[src/rtl/gpio_pkg.sv]
`default_nettype none
// ============================================================================
//  Module      : gpio_pkg
//  Description : Register offsets and shared constants for the iomem GPIO
//                peripheral.
//  Revision    : 1.0  initial release
// ============================================================================
package gpio_pkg;

    // Widest supported pin count; also the bus data width.
    localparam int GPIO_MAX_WIDTH = 32;

    // Byte offsets inside the 256-byte window (addr[7:0]).
    localparam logic [7:0] GPIO_OUT     = 8'h00;
    localparam logic [7:0] GPIO_OE      = 8'h04;
    localparam logic [7:0] GPIO_IN      = 8'h08;
    localparam logic [7:0] GPIO_RISE_EN = 8'h0C;
    localparam logic [7:0] GPIO_FALL_EN = 8'h10;
    localparam logic [7:0] GPIO_STATUS  = 8'h14;
    localparam logic [7:0] GPIO_OUT_SET = 8'h18;
    localparam logic [7:0] GPIO_OUT_CLR = 8'h1C;

    // Expand 4 byte strobes into a 32-bit bit mask.
    function automatic logic [GPIO_MAX_WIDTH-1:0] strb_to_mask(input logic [3:0] strb);
        return {{8{strb[3]}}, {8{strb[2]}}, {8{strb[1]}}, {8{strb[0]}}};
    endfunction

endpackage : gpio_pkg
`default_nettype wire

[src/rtl/gpio_edge_sync.sv]
`default_nettype none
// ============================================================================
//  Module      : gpio_edge_sync
//  Description : Multi-flop input synchroniser followed by a previous-value
//                register; produces one-clock rise/fall pulses per pin.
//  Revision    : 1.0  initial release
// ============================================================================
module gpio_edge_sync #(
    parameter int WIDTH       = 8,
    parameter int SYNC_STAGES = 2
) (
    input  logic             clk,
    input  logic             resetn,
    input  logic [WIDTH-1:0] i_in,
    output logic [WIDTH-1:0] o_in_s,
    output logic [WIDTH-1:0] o_rise,
    output logic [WIDTH-1:0] o_fall
);

    logic [WIDTH-1:0] r_sync [SYNC_STAGES];
    logic [WIDTH-1:0] r_prev;

    // Synchroniser chain: stage 0 captures the asynchronous pads.
    always_ff @(posedge clk or negedge resetn) begin
        if (!resetn) begin
            for (int i = 0; i < SYNC_STAGES; i++) begin
                r_sync[i] <= '0;
            end
        end else begin
            r_sync[0] <= i_in;
            for (int i = 1; i < SYNC_STAGES; i++) begin
                r_sync[i] <= r_sync[i-1];
            end
        end
    end

    // Previous-value register gives the one-clock history for edge detection.
    always_ff @(posedge clk or negedge resetn) begin
        if (!resetn) begin
            r_prev <= '0;
        end else begin
            r_prev <= r_sync[SYNC_STAGES-1];
        end
    end

    assign o_in_s = r_sync[SYNC_STAGES-1];
    assign o_rise = r_sync[SYNC_STAGES-1] & ~r_prev;
    assign o_fall = ~r_sync[SYNC_STAGES-1] & r_prev;

endmodule : gpio_edge_sync
`default_nettype wire

[src/rtl/iomem_gpio.sv]
`default_nettype none
// ============================================================================
//  Module      : iomem_gpio
//  Description : Parametrised GPIO on the picosoc iomem bus: output and
//                output-enable registers, atomic set/clear, synchronised
//                inputs and per-pin edge interrupts with W1C status.
//  Revision    : 1.0  initial release
// ============================================================================
module iomem_gpio
    import gpio_pkg::*;
#(
    parameter int          WIDTH       = 8,
    parameter logic [7:0]  BASE_ADDR   = 8'h03,
    parameter logic [31:0] RESET_OUT   = 32'h4,
    parameter logic [31:0] RESET_OE    = 32'h7,
    parameter int          SYNC_STAGES = 2
) (
    input  logic             clk,
    input  logic             resetn,
    input  logic             iomem_valid,
    output logic             iomem_ready,
    input  logic [3:0]       iomem_wstrb,
    input  logic [31:0]      iomem_addr,
    input  logic [31:0]      iomem_wdata,
    output logic [31:0]      iomem_rdata,
    input  logic [WIDTH-1:0] gpio_in,
    output logic [WIDTH-1:0] gpio_out,
    output logic [WIDTH-1:0] gpio_oe,
    output logic             irq
);

    // Register state
    logic [WIDTH-1:0] r_out;
    logic [WIDTH-1:0] r_oe;
    logic [WIDTH-1:0] r_rise_en;
    logic [WIDTH-1:0] r_fall_en;
    logic [WIDTH-1:0] r_status;
    logic             r_ready;
    logic [31:0]      r_rdata;
    logic             r_irq;

    // Input path
    logic [WIDTH-1:0] w_in_s;
    logic [WIDTH-1:0] w_rise;
    logic [WIDTH-1:0] w_fall;

    // Bus decode
    logic             w_sel;
    logic             w_wr;
    logic [7:0]       w_off;
    logic [WIDTH-1:0] w_mask;
    logic [WIDTH-1:0] w_wd;
    logic [WIDTH-1:0] w_wmask;
    logic [WIDTH-1:0] w_rd;
    logic [31:0]      w_rd32;

    // Next-state values
    logic [WIDTH-1:0] w_out_nxt;
    logic [WIDTH-1:0] w_oe_nxt;
    logic [WIDTH-1:0] w_rise_en_nxt;
    logic [WIDTH-1:0] w_fall_en_nxt;
    logic [WIDTH-1:0] w_status_clr;
    logic [WIDTH-1:0] w_status_set;

    // Address bits that do not take part in decoding and data bits above WIDTH.
    logic             w_unused;
    logic [31:0]      w_mask32;

    gpio_edge_sync #(
        .WIDTH       (WIDTH),
        .SYNC_STAGES (SYNC_STAGES)
    ) u_edge_sync (
        .clk    (clk),
        .resetn (resetn),
        .i_in   (gpio_in),
        .o_in_s (w_in_s),
        .o_rise (w_rise),
        .o_fall (w_fall)
    );

    assign w_sel    = iomem_valid & ~r_ready & (iomem_addr[31:24] == BASE_ADDR);
    assign w_wr     = w_sel & (|iomem_wstrb);
    assign w_off    = {iomem_addr[7:2], 2'b00};
    assign w_mask32 = strb_to_mask(iomem_wstrb);
    assign w_mask   = w_mask32[WIDTH-1:0];
    assign w_wd     = iomem_wdata[WIDTH-1:0];
    assign w_wmask  = w_wd & w_mask;
    assign w_unused = ^{iomem_addr[23:8], iomem_addr[1:0], iomem_wdata, w_mask32};

    // Read mux: always reflects the pre-write register contents.
    always_comb begin
        w_rd = '0;
        case (w_off)
            GPIO_OUT:     w_rd = r_out;
            GPIO_OE:      w_rd = r_oe;
            GPIO_IN:      w_rd = w_in_s;
            GPIO_RISE_EN: w_rd = r_rise_en;
            GPIO_FALL_EN: w_rd = r_fall_en;
            GPIO_STATUS:  w_rd = r_status;
            default:      w_rd = '0;
        endcase
        w_rd32            = '0;
        w_rd32[WIDTH-1:0] = w_rd;
    end

    // Write decode with per-byte merge for RW registers and masked SET/CLR/W1C.
    always_comb begin
        w_out_nxt     = r_out;
        w_oe_nxt      = r_oe;
        w_rise_en_nxt = r_rise_en;
        w_fall_en_nxt = r_fall_en;
        w_status_clr  = '0;
        if (w_wr) begin
            case (w_off)
                GPIO_OUT:     w_out_nxt     = (r_out & ~w_mask) | w_wmask;
                GPIO_OE:      w_oe_nxt      = (r_oe & ~w_mask) | w_wmask;
                GPIO_RISE_EN: w_rise_en_nxt = (r_rise_en & ~w_mask) | w_wmask;
                GPIO_FALL_EN: w_fall_en_nxt = (r_fall_en & ~w_mask) | w_wmask;
                GPIO_STATUS:  w_status_clr  = w_wmask;
                GPIO_OUT_SET: w_out_nxt     = r_out | w_wmask;
                GPIO_OUT_CLR: w_out_nxt     = r_out & ~w_wmask;
                default:      w_out_nxt     = r_out;
            endcase
        end
    end

    // Enabled edges feed STATUS; enables do not affect already-pending bits.
    assign w_status_set = (w_rise & r_rise_en) | (w_fall & r_fall_en);

    // Control/config registers.
    always_ff @(posedge clk or negedge resetn) begin
        if (!resetn) begin
            r_out     <= RESET_OUT[WIDTH-1:0];
            r_oe      <= RESET_OE[WIDTH-1:0];
            r_rise_en <= '0;
            r_fall_en <= '0;
        end else begin
            r_out     <= w_out_nxt;
            r_oe      <= w_oe_nxt;
            r_rise_en <= w_rise_en_nxt;
            r_fall_en <= w_fall_en_nxt;
        end
    end

    // Pending status: a new edge in the same cycle as its W1C keeps the bit set.
    always_ff @(posedge clk or negedge resetn) begin
        if (!resetn) begin
            r_status <= '0;
        end else begin
            r_status <= (r_status & ~w_status_clr) | w_status_set;
        end
    end

    // Single-cycle acknowledge with registered read data.
    always_ff @(posedge clk or negedge resetn) begin
        if (!resetn) begin
            r_ready <= 1'b0;
            r_rdata <= '0;
        end else begin
            r_ready <= w_sel;
            r_rdata <= w_sel ? w_rd32 : 32'h0;
        end
    end

    // Registered interrupt follows STATUS by one clock.
    always_ff @(posedge clk or negedge resetn) begin
        if (!resetn) begin
            r_irq <= 1'b0;
        end else begin
            r_irq <= |r_status;
        end
    end

    assign iomem_ready = r_ready;
    assign iomem_rdata = r_rdata;
    assign gpio_out    = r_out;
    assign gpio_oe     = r_oe;
    assign irq         = r_irq;

endmodule : iomem_gpio
`default_nettype wire

[config.mk]
export PLATFORM = sky130hd
export DESIGN_NAME = iomem_gpio
export DESIGN_NICKNAME = d
export VERILOG_FILES = /design/src/rtl/gpio_pkg.sv /design/src/rtl/gpio_edge_sync.sv /design/src/rtl/iomem_gpio.sv
export SDC_FILE = /design/constraint.sdc
export NUM_CORES = 1
export LEC_CHECK = 0
export ABC_AREA = 1
export CORE_MARGIN = 2
export CORE_UTILIZATION = 45
export DETAILED_ROUTE_END_ITERATION = 16
export GPL_TIMING_DRIVEN = 0
export PLACE_DENSITY = 0.82
export SETUP_SLACK_MARGIN = 0.1
export SYNTH_ARGS = -nofsm -noshare
export SYNTH_HDL_FRONTEND = slang
export SYNTH_SLANG_ARGS = --single-unit
[constraint.sdc]
create_clock -name clk -period 1.8 [get_ports clk]
set_input_delay 0.18 -clock clk [delete_from_list [all_inputs] [get_ports clk]]
set_output_delay 0.18 -clock clk [all_outputs]
set_load 0.03 [all_outputs]
Yosys cells after proc, flatten, opt, wreduce, memory -nomap -nowiden --
Index checks and enable logic that the tools add are counted.
Storage, ports and cells: bits in registers 74, output and inout bits 50
Operators by class: equal/unequal tests 8, muxes and demuxes 5, bitwise gates (word level) 27, reductions and logical operators 8
Operators by type and width (count):
- 8-bit bitwise AND | 11
- 8-bit bitwise OR | 7
- 8-bit case mux with 6 select lines | 1
- 8-bit inverter | 5
- 6-bit by 3-bit == test with 1-bit output (second input constant) | 4
- 8-bit two-way mux | 3
- 8-bit case mux with 3 select lines | 1
- 6-bit by 2-bit == test with 1-bit output (second input constant) | 2
- 8-bit by 2-bit == test with 1-bit output (second input constant) | 1
- 8-bit zero test | 1
- 2-bit AND reduction | 4
- 8-bit OR reduction | 1
- 6-bit by 1-bit == test with 1-bit output (second input constant) | 1
- 4-bit OR reduction | 1
- 1-bit bitwise AND | 3
- 3-bit nonzero test | 1
- 1-bit inverter | 1

Logic depth before layout (Yosys ltp) --
Gate-level depths: netlist of the first run.
depth in word-level cells 8, gate-level depth with buffers 8, gate-level depth less buffers 8

Modules after synthesis --
From an unflattened synthesis of the first run, not the netlist that was laid out.
Second synthesis, totals: cell total of the unflattened synthesis 450, area total of the unflattened synthesis 3824.9 µm²
By module, submodules not included:
- iomem_gpio | times used 1, cells each 386, area each 3044.2 µm²
- gpio_edge_sync | times used 1, cells each 64, area each 780.7 µm²

Worst setup path after synthesis of the first run --
No wires, ideal clock.
path type register to register, start register r_ready (netlist: iomem_ready), end register with a tool-made name, setup time 122 ps, data arrival time 1394 ps, setup slack 284 ps, cell stages (with the launch flop) 8, buffers on the path 1, period minus slack after synthesis 1516 ps, cells stage by stage dfrtp_1 > nor2_2 > nand3_2 > nor2_8 > nand3_2 > buf_2 > nand2_1 > o21ai_1
RTL lines:
- start: declaration | RTL line iomem_gpio.sv:38 | logic r_ready;
- start signal: assignment | RTL line iomem_gpio.sv:160 | r_ready <= w_sel;

Worst setup path in the final report of the first run --
start register r_out[5] (netlist: gpio_out[5]), end output port gpio_out[5]
RTL lines:
- start: declaration | RTL line iomem_gpio.sv:33 | logic [WIDTH-1:0] r_out;
- start signal: assignment | RTL line iomem_gpio.sv:133 | r_out <= RESET_OUT[WIDTH-1:0];
- start signal: assignment | RTL line iomem_gpio.sv:138 | r_out <= w_out_nxt;
- end: declaration | RTL line iomem_gpio.sv:27 | output logic [WIDTH-1:0] gpio_out,
No word-level cell between the ends.

==> run metrics, run 1 <==
layout cells sized above 1=0.175; Leak Pwr=0.00230 µW; Max clock buf depth=2; Initial DRT Pass Iterations=5; R2R Path Start=iomem_ready; RSZ-0062 raised after global routing=no; area delta synth->final=30.3%; Setup TNS Final=0 ns; GR Overflow Total=0; post-route ant nets=0; Rel. slew slack=0.392; max-cap violation count=0; Crit path max-delay family=buffers and inverters; clock skew=0.0105 ns; P per Cell Area=715 mW/mm²; H-tree level count=3; Final nets=610; clk_lat worst skew=0.36 ns; synth unique cells=26; min-delay src=gpio_in[4]; final WL=9.70 mm; Critical Path Source=gpio_out[5]; Die Y=94.5 µm; total chip power=3430 µW; sequential cell area=0.00186 mm²; #FFs+latches synth=74; first-pass GRT wire length=15.5 mm; placer congestion estimate=0.915; DR vias/cell=5.11; sequential element share of the synthesized area=0.504; minimum clock period=1.64 ns; crit path buf inv count=1; synth warn=0; mean area per synthesized cell=8.61 µm²; routed length per instance=15.2 µm; # clock sinks=74; DRC=0; number of setup violations in the final report=0; I/O pin count=129; Crit Path Category=flip-flop to primary output; slowest CP cell=clkdlybuf4s50_1; Starting Density=0.469; row count=32; top post-synthesis cells by area=dfrtp_1 (48%), nand2_1 (12%), nand3_1 (5.2%); synthesized cell area=0.00368 mm²; fill count=678; CP max FO=3; M1 GR Usage=0.284; final worst-path cycle share=0.908; CTS Buf Count=9; maximum VDD drop=416 µV; drt initial violations=243; placed instance count=614; met2 Track Usage GR=0.386; CTS root buffer=clkbuf_8; CP Data Required Time=1.62 ns; WP data arrival=1.46 ns; fin util=0.611; crit end category=primary output; crit-path max cell delay=0.70 ns; largest area contributor in the netlist=dfrtp_1; HP Class=input pin to flip-flop; M3 GR Usage=0.0495; Final Non-Filler Cells=638; Reg clk slew, reported paths=0.08 ns; grt peak-use layer=met2; Die Width=94.5 µm; number of global-route vias before repair=3,149; Worst Hold Slack=0.254 ns; Mapped Cells=428; CP Launch Type=flip-flop; status=completed; Tot GR Track Use=0.231; core area=0.00785 mm²; CTS tree=done; most frequent cells in the layout=nand2_1 (114), dfrtp_1 (70), clkdlybuf4s50_1 (54); Synth top area share=0.476; most common cell after layout, fill and taps aside=nand2_1; CP cell instances=clkdlybuf4s50_1; Final Hold Viols=0; Worst-Margin Slew=0.913 ns; IO buf count=61; total number of vias=3,259; DP HPWL=6.90 mm; die area=0.00893 mm²; initial antenna violation count=0; Slew Limit Fails=0; largest net degree at the start of global routing=75; Antenna diodes=0; multi-input logic area=0.00151 mm²; Max Fclk=612 MHz
-- layout make-up --
| cell class | instances | area share |
|---|---|---|
| sequential | 74 | 0.387 |
| multi-input combinational | 297 | 0.314 |
| timing repair buffer | 69 | 0.140 |
| buffer | 31 | 0.0506 |
| inverter | 49 | 0.0394 |
| clock buffer | 11 | 0.0295 |
| tap | 102 | 0.0266 |
| clock inverter | 5 | 0.0130 |
-- path summary, 6_finish.rpt --
kind                                                   end  slack (ns)  cells past startpoint
worst max-delay path                           gpio_out[5]        0.16                      1
worst min-delay path                u_edge_sync.r_sync[12]        0.25                      1
worst max register to register                   flip-flop        0.18                      7
worst min register to register       u_edge_sync.o_in_s[1]        0.34                      0
max in group asynchronous       asynchronous set/reset pin        0.71                      2
min in group asynchronous       asynchronous set/reset pin        0.49                      2
-- kinds of logic (layout without fill, tap and decap cells) --
| logic type | count (synthesis) | count (layout) | synth area share |
|---|---|---|---|
| simple gates | 217 | 217 | 0.292 |
| buf+inv | 80 | 165 | 0.117 |
| flops | 74 | 74 | 0.504 |
| compound gates | 56 | 56 | 0.0866 |
| other cells | 1 | 24 | 0.00102 |
-- cells in the mapped netlist, drive strengths merged --
cell	n
a21oi	17
o21ai	32
inv	49
dfrtp	70
nand2	118
a31oi	7
nand3	43
nand4	9
conb	1
nor4	2
nor3	2
nor2	43
buf	31
dfstp	4
-- layer usage --
| metal | part of all wire | routed length, µm | up-vias |
|---|---|---|---|
| met1 | 0.39 | 3790 | 1520 |
| met5 | 0 | 0 | - |
| li1 | - | - | 1536 |
| met4 | 0.041 | 397 | 0 |
| met2 | 0.49 | 4750 | 168 |
| met3 | 0.079 | 766 | 35 |
-- worst register-to-register path: cells and delay by family (launching register included) --
family,cells,cell delay [ns]
AO/OA/AOI/OAI,1,0.05
buffers and inverters,1,0.24
flip-flops,1,0.39
AND/OR/NAND/NOR,5,0.82
-- power by group --
| part | switching (µW) | internal (µW) |
|---|---|---|
| Sequential | 17.9 | 1690 |
| Combinational | 234 | 145 |
| Clock | 656 | 686 |
-- per-stage QoR --
stage,worst slack [ns],area [µm²]
floorplan,0.284,3770
global placement,-1.89,4510
detailed placement,-0.249,4510
CTS,0.122,4720
global route,0.0983,4800
finish,0.165,4800
-- timing repair --
| action | in CTS | in global routing |
|---|---|---|
| hold buffers | 1 | 0 |
| setup buffers | 0 | 7 |
| setup endpoints to repair | 6 | 31 |
| pin swaps | 0 | 3 |
| endpoints found under the hold margin | 39 | 0 |
| gates resized for setup | 5 | 6 |
No activity file was read; power rests on OpenSTA's default activity.
==> inputs of run 2 (changes only) <==
Settings changed: PLACE_DENSITY 0.82 to 0.91, SLEW_MARGIN set to 40.
==> run metrics, run 2 (synthesized netlist as in run 1, its figures left out) <==
status=completed (unchanged); CP Launch Type=input pin (was flip-flop); Die Y=94.5 µm (unchanged); Reg clk slew, reported paths=0.08 ns (about the same); largest net degree at the start of global routing=51 (was 75); layout cells sized above 1=0.174 (was 0.175); RSZ-0062 raised after global routing=yes (was no); I/O pin count=129 (unchanged); routed length per instance=14.6 µm (was 15.2 µm); number of global-route vias before repair=3,081 (was 3,149); Crit Path Category=input pin to flip-flop (was flip-flop to primary output); CP Data Required Time=2.04 ns (was 1.62 ns); multi-input logic area=0.00150 mm² (was 0.00151 mm²); Max clock buf depth=2 (unchanged); R2R Path Start=iomem_ready (unchanged); Final Non-Filler Cells=636 (was 638); placed instance count=615 (was 614); Starting Density=0.469 (unchanged); total chip power=3290 µW (was 3430 µW); DR vias/cell=5.13 (was 5.11); H-tree level count=3 (unchanged); Slew Limit Fails=0 (unchanged); Tot GR Track Use=0.217 (was 0.231); Initial DRT Pass Iterations=5 (unchanged); fill count=682 (was 678); Setup TNS Final=0 ns (unchanged); most common cell after layout, fill and taps aside=nand2_1 (unchanged); die area=0.00893 mm² (unchanged); clock skew=0.00942 ns (was 0.0105 ns); DRC=0 (unchanged); number of setup violations in the final report=0 (unchanged); HP Class=input pin to asynchronous set/reset pin (was input pin to flip-flop); Die Width=94.5 µm (unchanged); r2r worst-path depth=7 (unchanged); sequential cell area=0.00186 mm² (unchanged); final WL=9.30 mm (was 9.70 mm); Critical Path Source=iomem_addr[4] (was gpio_out[5]); total number of vias=3,264 (was 3,259); core area=0.00785 mm² (unchanged); CTS root buffer=clkbuf_8 (unchanged); Worst-Margin Slew=0.551 ns (was 0.913 ns); worst reg-to-reg setup slack=0.20 ns (was 0.18 ns); area delta synth->final=29.7% (was 30.3%); maximum VDD drop=575 µV (was 416 µV); GR Overflow Total=0 (unchanged); initial antenna violation count=0 (unchanged); Final nets=608 (was 610); # clock sinks=74 (unchanged); Antenna diodes=0 (unchanged); DP HPWL=6.93 mm (was 6.90 mm); CTS tree=done (unchanged); Final Hold Viols=0 (unchanged); most frequent cells in the layout=nand2_1 (114), dfrtp_1 (70), clkdlybuf4s50_1 (56) (was nand2_1 (114), dfrtp_1 (70), clkdlybuf4s50_1 (54)); Worst Hold Slack=0.235 ns (was 0.254 ns); WP data arrival=1.89 ns (was 1.46 ns); max-cap violation count=0 (unchanged); Leak Pwr=0.00227 µW (was 0.00230 µW); final worst-path cycle share=0.915 (was 0.908); CP max FO=10 (was 3); post-route ant nets=0 (unchanged); first-pass GRT wire length=14.6 mm (was 15.5 mm); crit end category=flip-flop (was primary output); P per Cell Area=689 mW/mm² (was 715 mW/mm²); IO buf count=61 (unchanged); row count=32 (unchanged); fin util=0.609 (was 0.611); minimum clock period=1.65 ns (was 1.64 ns); CTS Buf Count=9 (unchanged); placer congestion estimate=0.927 (was 0.915); drt initial violations=236 (was 243); Rel. slew slack=0.631 (was 0.392); Max Fclk=607 MHz (was 612 MHz); clk_lat worst skew=0.36 ns (about the same)
-- run 2: worst max-delay path, cell delays in order --
cell and delay [ns]:
clkdlybuf4s50_1 0.61, inv_1 0.07, nor2_1 0.12, nand2_1 0.13
nor3_2 0.20, nand3_4 0.18, clkbuf_4 0.25, nand2_1 0.08
o21ai_1 0.06
-- run 2: how the worst max path moves through the flow --
stage	end	slack, ns	cells after the start
finish	flip-flop	0.15	9
global route	flip-flop	0.09	7
CTS	flip-flop	0.11	7
detailed placement	iomem_rdata[4]	-0.22	8
global placement	asynchronous set/reset pin	-1.86	1
floorplan	flip-flop	0.28	7
-- run 2: routing by layer --
| layer | GRT usage | part of all wire |
|---|---|---|
| met5 | 0 | 0 |
| met4 | 0.123 | 0.045 |
| met3 | 0.0511 | 0.086 |
| met2 | 0.342 | 0.48 |
| met1 | 0.275 | 0.39 |
-- run 2: power by group --
group	total (µW)	switching [µW]	internal, µW
clock network	1200	658	546
logic	381	232	148
registers	1710	18.1	1690
total	3290	909	2380
-- run 2: timing repair --
item	in CTS	in global routing
hold buffers	1	0
buffers inserted	0	4
endpoints found under the hold margin	70	0
resized for setup	4	4
pin swaps	0	2
setup endpoints to repair	4	23
-- run 2: final cells by class --
class / count / share of cell area
Clock inverter: 6 / 0.00995
Inverter: 49 / 0.0395
Timing Repair Buffer: 67 / 0.141
Multi-Input combinational cell: 297 / 0.314
Sequential cell: 74 / 0.389
Tap cell: 102 / 0.0267
Buffer: 31 / 0.0508
Clock buffer: 10 / 0.0288
-- run 2: stage by stage --
| step | instance area, µm² | setup slack [ns] |
|---|---|---|
| finish | 4780 | 0.153 |
| global route | 4780 | 0.0937 |
| CTS | 4730 | 0.114 |
| detailed placement | 4540 | -0.219 |
| global placement | 4510 | -1.86 |
| floorplan | 3770 | 0.284 |
